**config.mk**
```make
export PLATFORM = sky130hd
export DESIGN_NAME = fp_round_pipe_flat
export DESIGN_NICKNAME = d
export VERILOG_FILES = /design/src/rtl/fp_round_pipe_pkg.sv /design/src/rtl/fp_round_pipe_if.sv /design/src/rtl/fp_round_pipe_decide.sv /design/src/rtl/fp_round_pipe.sv /design/src/flat_wrapper.sv
export SDC_FILE = /design/constraint.sdc
export NUM_CORES = 1
export LEC_CHECK = 0
export ABC_AREA = 1
export CAP_MARGIN = 20
export CORE_ASPECT_RATIO = 1.2
export CORE_MARGIN = 10
export CORE_UTILIZATION = 48
export DETAILED_ROUTE_END_ITERATION = 6
export GPL_TIMING_DRIVEN = 0
export PLACE_DENSITY = 0.85
export SETUP_SLACK_MARGIN = 0.2
export SKIP_CTS_REPAIR_TIMING = 1
export SYNTH_ARGS = -nofsm -noshare
export SYNTH_HDL_FRONTEND = slang
export SYNTH_SLANG_ARGS = --single-unit
```
**constraint.sdc**
```tcl
create_clock -name clk_i -period 3 [get_ports clk_i]
set_clock_uncertainty 0.1 [all_clocks]
set_input_delay 0.45 -clock clk_i [delete_from_list [all_inputs] [get_ports clk_i]]
set_output_delay 0.45 -clock clk_i [all_outputs]
set_load 0.01 [all_outputs]
```
**src/rtl/fp_round_pipe_pkg.sv**
```systemverilog
// fp_round_pipe_pkg: FP32 rounding types and the saturation helpers shared by the rounding pipe.
// Rev 1.0
`default_nettype none

package fp_round_pipe_pkg;

  localparam int unsigned EXP_BITS  = 8;
  localparam int unsigned MANT_BITS = 23;
  localparam logic [EXP_BITS-1:0] EXP_MAX = 8'hFF;
  localparam logic [30:0] INF_MAG = 31'h7F80_0000;
  localparam logic [30:0] MAX_MAG = 31'h7F7F_FFFF;
  localparam logic [30:0] MIN_MAG = 31'h0000_0001;

  typedef enum logic [2:0] {
    RM_RNE = 3'b000,
    RM_RTZ = 3'b001,
    RM_RDN = 3'b010,
    RM_RUP = 3'b011,
    RM_RMM = 3'b100
  } roundmode_e;

  typedef struct packed {
    logic nv;
    logic dz;
    logic of;
    logic uf;
    logic nx;
  } fflags_t;

  typedef struct packed {
    logic                 sign;
    logic [EXP_BITS-1:0]  exponent;
    logic [MANT_BITS-1:0] mantissa;
  } fp_encoding_t;

  typedef struct packed {
    fp_encoding_t u_result;
    logic [1:0]   rs;
    logic         round_en;
    logic         invalid;
    logic [1:0]   exp_cout;
  } uround_res_t;

  // Directed modes saturate to max finite when rounding away from infinity.
  function automatic logic [31:0] overflow_result(input logic sign, input roundmode_e rm);
    logic [30:0] mag;
    mag = INF_MAG;
    case (rm)
      RM_RTZ:  mag = MAX_MAG;
      RM_RUP:  mag = sign ? MAX_MAG : INF_MAG;
      RM_RDN:  mag = sign ? INF_MAG : MAX_MAG;
      default: mag = INF_MAG;
    endcase
    return {sign, mag};
  endfunction

  function automatic logic [31:0] underflow_result(input logic sign, input roundmode_e rm);
    logic [30:0] mag;
    mag = 31'd0;
    if ((rm == RM_RUP && !sign) || (rm == RM_RDN && sign)) begin
      mag = MIN_MAG;
    end
    return {sign, mag};
  endfunction

endpackage

`default_nettype wire

```
**src/rtl/fp_round_pipe_if.sv**
```systemverilog
// fp_round_pipe_if: input/output valid-ready channels of the FP32 rounding pipe.
// Rev 1.0
`default_nettype none

interface fp_round_pipe_if;
  import fp_round_pipe_pkg::*;

  logic        in_valid_i;
  logic        in_ready_o;
  uround_res_t urnd_i;
  logic [2:0]  rm_i;
  logic        out_valid_o;
  logic        out_ready_i;
  logic [31:0] result_o;
  logic [4:0]  fflags_o;

  modport slave (
    input  in_valid_i,
    input  urnd_i,
    input  rm_i,
    input  out_ready_i,
    output in_ready_o,
    output out_valid_o,
    output result_o,
    output fflags_o
  );

  modport master (
    output in_valid_i,
    output urnd_i,
    output rm_i,
    output out_ready_i,
    input  in_ready_o,
    input  out_valid_o,
    input  result_o,
    input  fflags_o
  );

endinterface

`default_nettype wire

```
**src/rtl/fp_round_pipe_decide.sv**
```systemverilog
// fp_round_decide: per-mode round-increment decision from sign, lsb, round and sticky bits.
// Rev 1.0
`default_nettype none

module fp_round_decide
  import fp_round_pipe_pkg::*;
(
  input  wire logic       sign_i,
  input  wire logic       l_i,
  input  wire logic       r_i,
  input  wire logic       s_i,
  input  wire roundmode_e rm_i,
  output logic            inc_o
);

  always_comb begin
    inc_o = 1'b0;
    case (rm_i)
      RM_RTZ:  inc_o = 1'b0;
      RM_RDN:  inc_o = sign_i & (r_i | s_i);
      RM_RUP:  inc_o = ~sign_i & (r_i | s_i);
      RM_RMM:  inc_o = r_i;
      default: inc_o = r_i & (s_i | l_i);
    endcase
  end

endmodule

`default_nettype wire

```
**src/rtl/fp_round_pipe.sv**
```systemverilog
// fp_round_pipe: two-stage FP32 rounding unit with valid/ready flow control and flush.
// Rev 1.0
`default_nettype none

module fp_round_pipe
  import fp_round_pipe_pkg::*;
(
  input  wire logic       clk_i,
  input  wire logic       rst_ni,
  input  wire logic       flush_i,
  fp_round_pipe_if.slave  bus
);

  logic        s1_valid_q, s1_valid_d;
  uround_res_t s1_urnd_q, s1_urnd_d;
  logic [2:0]  s1_rm_q, s1_rm_d;
  logic        s2_valid_q, s2_valid_d;
  logic [31:0] s2_result_q, s2_result_d;
  fflags_t     s2_flags_q, s2_flags_d;

  logic        in_ready;
  logic        accept;
  logic        s2_load;

  roundmode_e  rm;
  logic        sign;
  logic [7:0]  expo;
  logic [22:0] mant;
  logic        rbit, sbit, lbit;
  logic        inc;
  logic [30:0] sum;
  logic [31:0] res;
  fflags_t     flags;

  // S1 may refill whenever it empties into S2 this cycle, so ready looks only at state.
  assign in_ready = ~s1_valid_q | ~s2_valid_q | bus.out_ready_i;
  assign accept   = bus.in_valid_i & in_ready;
  assign s2_load  = s1_valid_q & (~s2_valid_q | bus.out_ready_i);

  assign rm   = roundmode_e'(s1_rm_q);
  assign sign = s1_urnd_q.u_result.sign;
  assign expo = s1_urnd_q.u_result.exponent;
  assign mant = s1_urnd_q.u_result.mantissa;
  assign rbit = s1_urnd_q.rs[1];
  assign sbit = s1_urnd_q.rs[0];
  assign lbit = mant[0];

  fp_round_decide u_decide (
    .sign_i (sign),
    .l_i    (lbit),
    .r_i    (rbit),
    .s_i    (sbit),
    .rm_i   (rm),
    .inc_o  (inc)
  );

  assign sum = {expo, mant} + {30'd0, inc};

  always_comb begin
    res   = 32'd0;
    flags = '0;
    if (!s1_urnd_q.round_en) begin
      res      = s1_urnd_q.u_result;
      flags.nv = s1_urnd_q.invalid;
    end else if (s1_urnd_q.exp_cout[1]) begin
      res      = underflow_result(sign, rm);
      flags.uf = 1'b1;
      flags.nx = 1'b1;
    end else if (s1_urnd_q.exp_cout[0] || expo == EXP_MAX || sum[30:23] == EXP_MAX) begin
      // A mantissa carry into an all-ones exponent lands here as well.
      res      = overflow_result(sign, rm);
      flags.of = 1'b1;
      flags.nx = 1'b1;
    end else begin
      res      = {sign, sum};
      flags.nx = rbit | sbit;
      flags.uf = (rbit | sbit) & (expo == 8'd0);
      flags.nv = s1_urnd_q.invalid;
    end
  end

  always_comb begin
    s1_valid_d  = s1_valid_q;
    s1_urnd_d   = s1_urnd_q;
    s1_rm_d     = s1_rm_q;
    s2_valid_d  = s2_valid_q;
    s2_result_d = s2_result_q;
    s2_flags_d  = s2_flags_q;

    if (accept) begin
      s1_urnd_d = bus.urnd_i;
      s1_rm_d   = bus.rm_i;
    end
    if (s2_load) begin
      s2_result_d = res;
      s2_flags_d  = flags;
    end

    if (flush_i) begin
      s1_valid_d = 1'b0;
      s2_valid_d = 1'b0;
    end else begin
      if (accept) begin
        s1_valid_d = 1'b1;
      end else if (s2_load) begin
        s1_valid_d = 1'b0;
      end
      if (s2_load) begin
        s2_valid_d = 1'b1;
      end else if (bus.out_ready_i) begin
        s2_valid_d = 1'b0;
      end
    end
  end

  always_ff @(posedge clk_i or negedge rst_ni) begin
    if (!rst_ni) begin
      s1_valid_q  <= 1'b0;
      s1_urnd_q   <= '0;
      s1_rm_q     <= 3'd0;
      s2_valid_q  <= 1'b0;
      s2_result_q <= 32'd0;
      s2_flags_q  <= '0;
    end else begin
      s1_valid_q  <= s1_valid_d;
      s1_urnd_q   <= s1_urnd_d;
      s1_rm_q     <= s1_rm_d;
      s2_valid_q  <= s2_valid_d;
      s2_result_q <= s2_result_d;
      s2_flags_q  <= s2_flags_d;
    end
  end

  assign bus.in_ready_o  = in_ready;
  assign bus.out_valid_o = s2_valid_q;
  assign bus.result_o    = s2_result_q;
  assign bus.fflags_o    = s2_flags_q;

endmodule

`default_nettype wire

```
**src/flat_wrapper.sv**
```systemverilog
// flat-port wrapper written by rule: the top's interface ports become plain ports
module fp_round_pipe_flat import fp_round_pipe_pkg::*;
  (clk_i, rst_ni, flush_i, bus_in_valid_i, bus_urnd_i, bus_rm_i, bus_out_ready_i, bus_in_ready_o, bus_out_valid_o, bus_result_o, bus_fflags_o);
  fp_round_pipe_if bus_i ();
  input  wire logic clk_i;
  input  wire logic rst_ni;
  input  wire logic flush_i;
  input wire logic [$bits(bus_i.in_valid_i)-1:0] bus_in_valid_i;
  input wire logic [$bits(bus_i.urnd_i)-1:0] bus_urnd_i;
  input wire logic [$bits(bus_i.rm_i)-1:0] bus_rm_i;
  input wire logic [$bits(bus_i.out_ready_i)-1:0] bus_out_ready_i;
  output wire logic [$bits(bus_i.in_ready_o)-1:0] bus_in_ready_o;
  output wire logic [$bits(bus_i.out_valid_o)-1:0] bus_out_valid_o;
  output wire logic [$bits(bus_i.result_o)-1:0] bus_result_o;
  output wire logic [$bits(bus_i.fflags_o)-1:0] bus_fflags_o;
  assign bus_i.in_valid_i = bus_in_valid_i;
  assign bus_i.urnd_i = bus_urnd_i;
  assign bus_i.rm_i = bus_rm_i;
  assign bus_i.out_ready_i = bus_out_ready_i;
  assign bus_in_ready_o = bus_i.in_ready_o;
  assign bus_out_valid_o = bus_i.out_valid_o;
  assign bus_result_o = bus_i.result_o;
  assign bus_fflags_o = bus_i.fflags_o;
  fp_round_pipe u_core (.clk_i(clk_i), .rst_ni(rst_ni), .flush_i(flush_i), .bus(bus_i));
endmodule
```
Word-level counts from Yosys, hierarchy flattened
Index checks and enable logic that the tools add are counted.
Widths: inputs -> output; s select.
- register bits after elaboration: 79
- input port bits: 46
- output and inout port bits: 39
- logic and storage cells: 68
- $add $sub $neg: 1
- equal/unequal tests: 6
- muxes and demuxes: 23
- bitwise logic cells: 14
- reduce and logical (&&, ||, !) cells: 9
- operator list (operator ; count):
    $mux 31 ; 3
    $pmux 31 s3 ; 1
    $mux 24 ; 2
    $add 31x1->31 ; 1
    $eq 8x8->1 const B ; 2
    $mux 1 ; 14
    $logic_not 8->1 ; 1
    $and 1x1->1 ; 6
    $eq 3x2->1 const B ; 2
    $reduce_bool 3->1 ; 2
    $or 1x1->1 ; 5
    $pmux 1 s4 ; 1
    $eq 3x1->1 const B ; 1
    $eq 3x3->1 const B ; 1
    $logic_or 1x1->1 ; 3
    $mux 3 ; 1
    $not 1->1 ; 3
    $logic_and 1x1->1 ; 2
    $mux 2 ; 1
    $logic_not 1->1 ; 1

Logic depth before layout (Yosys ltp)
- word-level depth: 9
- mapped depth: 25

By module
From an unflattened synthesis, not the netlist that was laid out.
- cells, all modules: 547
- area, all modules: 4658.2 um^2
- by module, submodules not included (module ; times used ; cells an instance ; area an instance (um^2)):
    fp_round_pipe ; 1 ; 533 ; 4595.7
    fp_round_decide ; 1 ; 14 ; 62.6

Least setup slack after synthesis
OpenSTA, ideal clock, no wires.
- path type: flip-flop to flip-flop
- start point: register u_core.s1_rm_q[0] (netlist: u_core.rm[0])
- end point: register u_core.s2_result_q[13] (netlist: u_core.bus.result_o[13])
- library setup time: 0.122 ns
- data arrival time: 2.657 ns
- required time: 2.778 ns
- path slack: 0.121 ns
- stages on the path, launching flop included: 21
- buffers on the path: 1
- clock period less this slack: 2.879 ns
- path through: dfrtp_1 > inv_1 > a21oi_1 > or2_2 > a22oi_1 > ha_1 > ha_1 > nand2_1 > nor2_4 > nand2_2 > nor2_4 > nand3b_1 > nand2_1 > nand2_1 > nor2_2 > nand2_4 > nand2_4 > nand2_8 > buf_12 > nand3_2 > a21oi_2
- word-level cells in the longest chain between the ends: 8
- elaborated cells on any way between the ends: 12
- those cells by class: add/sub (1); eq/ne (5); mux (5); reduce/logical (1)
- ends and longest elaborated chain (what ; RTL line ; text):
    start, declared ; fp_round_pipe.sv:16 ; logic [2:0] s1_rm_q, s1_rm_d;
    start signal, assigned ; fp_round_pipe.sv:127 ; s1_rm_q <= s1_rm_d;
    $eq 3x3->1, or another cell as far along ; fp_round_pipe_decide.sv:18 ; case (rm_i)
    $pmux 1 s4 ; fp_round_pipe_decide.sv:18 ;
    $add 31x1->31 ; fp_round_pipe.sv:57 ; assign sum = {expo, mant} + {30'd0, inc};
    $eq 8x8->1 ; fp_round_pipe.sv:69 ; end else if (s1_urnd_q.exp_cout[0] || expo == EXP_MAX || sum[30:23] == EXP_MAX) begin
    $logic_or 1x1->1 ; fp_round_pipe.sv:69 ;
    $mux 31 * ; fp_round_pipe.sv:69 ;
    $mux 31 * ; fp_round_pipe.sv:65 ; end else if (s1_urnd_q.exp_cout[1]) begin
    $mux 31 * ; fp_round_pipe.sv:62 ; if (!s1_urnd_q.round_en) begin
    end signal, assigned ; fp_round_pipe.sv:129 ; s2_result_q <= s2_result_d;
    end, declared ; fp_round_pipe.sv:18 ; logic [31:0] s2_result_q, s2_result_d;
Every way passes the cells marked *; elsewhere a longest branch is shown, timed or not.
A chain may end at the register's enable or synchronous reset.

Worst setup path in the final report
- start point: register u_core.s1_rm_q[2] (netlist: u_core.rm[2])
- end point: register u_core.s2_result_q[10] (netlist: u_core.bus.result_o[10])
Same word-level chain as after synthesis.

==> impl_metrics.json <==
{
  "critPathTopFamily": "simple AND/OR/NAND/NOR gates",
  "relSlewSlack": 0.230,
  "num_rows": 40,
  "cellLeakagePower_nw": 2.74,
  "cts_tree": "built",
  "path_cells": "buf_4, a21oi_2, nor2_1, a22oi_2, ha_2, ha_4, nand2_2, nor2_4, nand2_2, nor2_4, nand3b_1, nand2_1, nand2_2, nor2_2, nand2_4, nand2_8, nand2_8, clkbuf_16, nand3_4, a21oi_2",
  "status": "finished with violations",
  "gp_congestion": 0.910,
  "htreeDepth": 3,
  "diodes": 0,
  "cts_buffers": 9,
  "place_inst": 767,
  "critPathLaunchType": "flip-flop",
  "rr_startpoint": "u_core.rm[2]",
  "start_util": 0.488,
  "reg2reg_to": "u_core.bus.result_o[10]",
  "tightest_slew_ns": 1.15,
  "final_cells": 797,
  "die_h_microns": 130,
  "max_freq_ghz": 0.312,
  "finalMaxSlewViolations": 0,
  "hpwl_mm": 10.4,
  "critical_path.max_fanout": 7,
  "drtPass1Iterations": 5,
  "wire_per_inst_microns": 18.1,
  "postRouteAntennaNets": 0,
  "antenna_found_initial": 0,
  "setup_ws_ns": -0.208,
  "port_buffers": 83,
  "drv_cap": 0,
  "ctsRootBufferMaster": "clkbuf_16",
  "drt_iter0_markers": 216,
  "place_area_sq_um": 5890,
  "critPathBufInv": 2,
  "synth_cells": 557,
  "die_area_sq_um": 14500,
  "whs_endpoint": "u_core.bus.fflags_o[1]",
  "min_period_ns": 3.21,
  "stdcell_area_sq_um": 6480,
  "path_common_cell": "nand2_2",
  "ys_seq_elements": 79,
  "cts.sinks": 79,
  "worstHoldStart": "u_core.bus.fflags_o[1]",
  "vdd_drop_max_v": 0.000275,
  "wl_mm": 14.4,
  "crit_type": "reg2reg",
  "coreArea_sq_um": 9910,
  "overflow": 0,
  "grt_pass1_wl_mm": 22.3,
  "syn_to_final_growth_pct": 33.9,
  "seq_area_sq_um": 1980,
  "setup_viol": 35,
  "fillers": 815,
  "yosys_warnings": 0,
  "avgViaCountPerCell": 5.40,
  "synth-seq-area-share": 0.409,
  "multiInputGateArea_sq_um": 2710,
  "cp_data_required_time_ns": 3.13,
  "holdWs_ns": 0.391,
  "drive_gt1_frac": 0.271,
  "synth_cell_type_count": 35,
  "critPathCaptureType": "flip-flop",
  "post-place-ws_ns": -0.224,
  "netlist_area_sq_um": 4840,
  "grt_max_degree": 47,
  "drc": 0,
  "nets": 715,
  "avgSynthCellArea_sq_um": 8.69,
  "num_vias": 4306,
  "holdPathStages": 2,
  "cts.reportedPaths.clkPinSlew_ns": 0.06,
  "power_density_nw_per_um2": 556,
  "critPathLaunch": "u_core.rm[2]",
  "cpPeakStageDelay_ns": 0.42,
  "arrival_ns": 3.34,
  "hold_viol_final": 0,
  "failed_checks": "negative setup slack",
  "first_global_vias": 4426,
  "syn-num-nets": 605,
  "rr_worst_depth": 20,
  "slowest_stage": "dfrtp_1",
  "rsz0062_at_grt": "yes",
  "min_path_type": "reg2reg",
  "clk_path_buf_depth": 2,
  "die_x_microns": 112,
  "grt_use_total": 0.190,
  "clkLatencyLatePin_ns": 0.35,
  "fin_crit_sh": 1.07,
  "ff2ff_setup_slack_ns": -0.21,
  "io_pins": 85
}
==> state kept, by name, summed over array words and instances (netlist names) <==
name and count:
u_core.bus.fflags_o 4, u_core.bus.out_valid_o 1, u_core.bus.result_o 32, u_core.expo 8, u_core.mant 23, u_core.rbit 1, u_core.rm 3, u_core.s1_urnd_q 5
u_core.s1_valid_q 1, u_core.sign 1
==> placed cells by master (no fill, tap or decap), types with 4 or more instances in the layout <==
master and count:
nand2_1 82, clkdlybuf4s50_1 82, nor2_1 78, dfrtp_1 78, a21oi_1 55, a21oi_2 31, nand3_1 29, inv_1 29
nand3_2 24, mux2_2 21, clkbuf_1 18, buf_4 17, xor2_1 17, nor2_4 12, nand2_2 11, clkbuf_16 11
nand3_4 10, o21ai_2 9, inv_2 8, nand2_4 4, nand3b_1 4, xnor2_1 4
==> synth_stat cells, drive strengths merged <==
| cell type | instances | share of area |
|---|---|---|
| xor2 | 17 | 0.031 |
| nand3b | 4 | 0.0062 |
| nand4 | 2 | 0.0026 |
| nor4 | 1 | 0.0013 |
| a31oi | 1 | 0.0013 |
| mux2 | 21 | 0.049 |
| nand2 | 99 | 0.091 |
| dfrtp | 79 | 0.41 |
| nor3 | 3 | 0.0031 |
| conb | 1 | 0.00078 |
| nor2 | 94 | 0.096 |
| a22oi | 1 | 0.0016 |
| nand3 | 63 | 0.098 |
| or2 | 1 | 0.0013 |
| xnor2 | 4 | 0.0072 |
| o2111ai | 1 | 0.0018 |
| clkbuf | 17 | 0.013 |
| ha | 2 | 0.0052 |
| o21ai | 13 | 0.020 |
| a21oi | 86 | 0.11 |
| buf | 10 | 0.023 |
| inv | 37 | 0.029 |
==> per-stage QoR <==
stage | util | setup TNS (ns) | power (mW)
after floorplan | - | 0 | 1.92
after global placement | 0.592 | -109.21 | 2.32
after detailed placement | 0.595 | -6.37 | 2.36
after CTS | 0.626 | -6.83 | 3.53
after global routing | 0.654 | -10.32 | 3.76
final | 0.654 | -5.40 | 3.60
==> how the worst max path moves through the flow <==
| stage | to | cells past startpoint |
|---|---|---|
| global route | u_core.bus.result_o[11] | 21 |
| global placement | u_core.s1_valid_q | 1 |
| detailed placement | u_core.bus.result_o[12] | 23 |
| CTS | u_core.bus.result_o[12] | 22 |
| finish | u_core.bus.result_o[10] | 20 |
| floorplan | u_core.bus.result_o[13] | 23 |
==> per-layer routing <==
metal,wire length [microns],share of wire,global-route usage
met4,365,0.025,0.0848
met1,5800,0.40,0.213
met5,0,0,0
met3,797,0.055,0.0354
met2,7490,0.52,0.343
==> report_power, final <==
| part | internal (mW) | leakage (nW) | switching (mW) |
|---|---|---|---|
| clock | 0.744 | 0.155 | 0.434 |
| combinational | 0.509 | 1.67 | 0.555 |
| sequential | 1.22 | 0.913 | 0.140 |
==> tightest hold or removal path: cells and delay by family (launching register included) <==
kind | cells | cell delay, ns
flops | 1 | 0.36
simple gates | 2 | 0.11
==> layout make-up <==
type | instances | share of cell area
Buffer | 27 | 0.0280
Clock buffer | 11 | 0.0375
Clock inverter | 4 | 0.0108
Inverter | 37 | 0.0214
Multi-Input combinational cell | 414 | 0.417
Sequential cell | 79 | 0.305
Tap cell | 126 | 0.0243
Timing Repair Buffer | 99 | 0.155
==> logic make-up (layout without fill, tap and decap cells) <==
| logic type | Yosys count | count (layout) | synth area share |
|---|---|---|---|
| fa+ha+maj | 2 | 2 | 0.00517 |
| other cells | 1 | 1 | 0.000775 |
| xor+xnor | 21 | 21 | 0.0380 |
| simple gates | 267 | 267 | 0.300 |
| flops | 79 | 79 | 0.409 |
| buf+inv | 64 | 178 | 0.0646 |
| mux | 21 | 21 | 0.0489 |
| compound gates | 102 | 102 | 0.134 |
(Power assumes the default switching activity.)
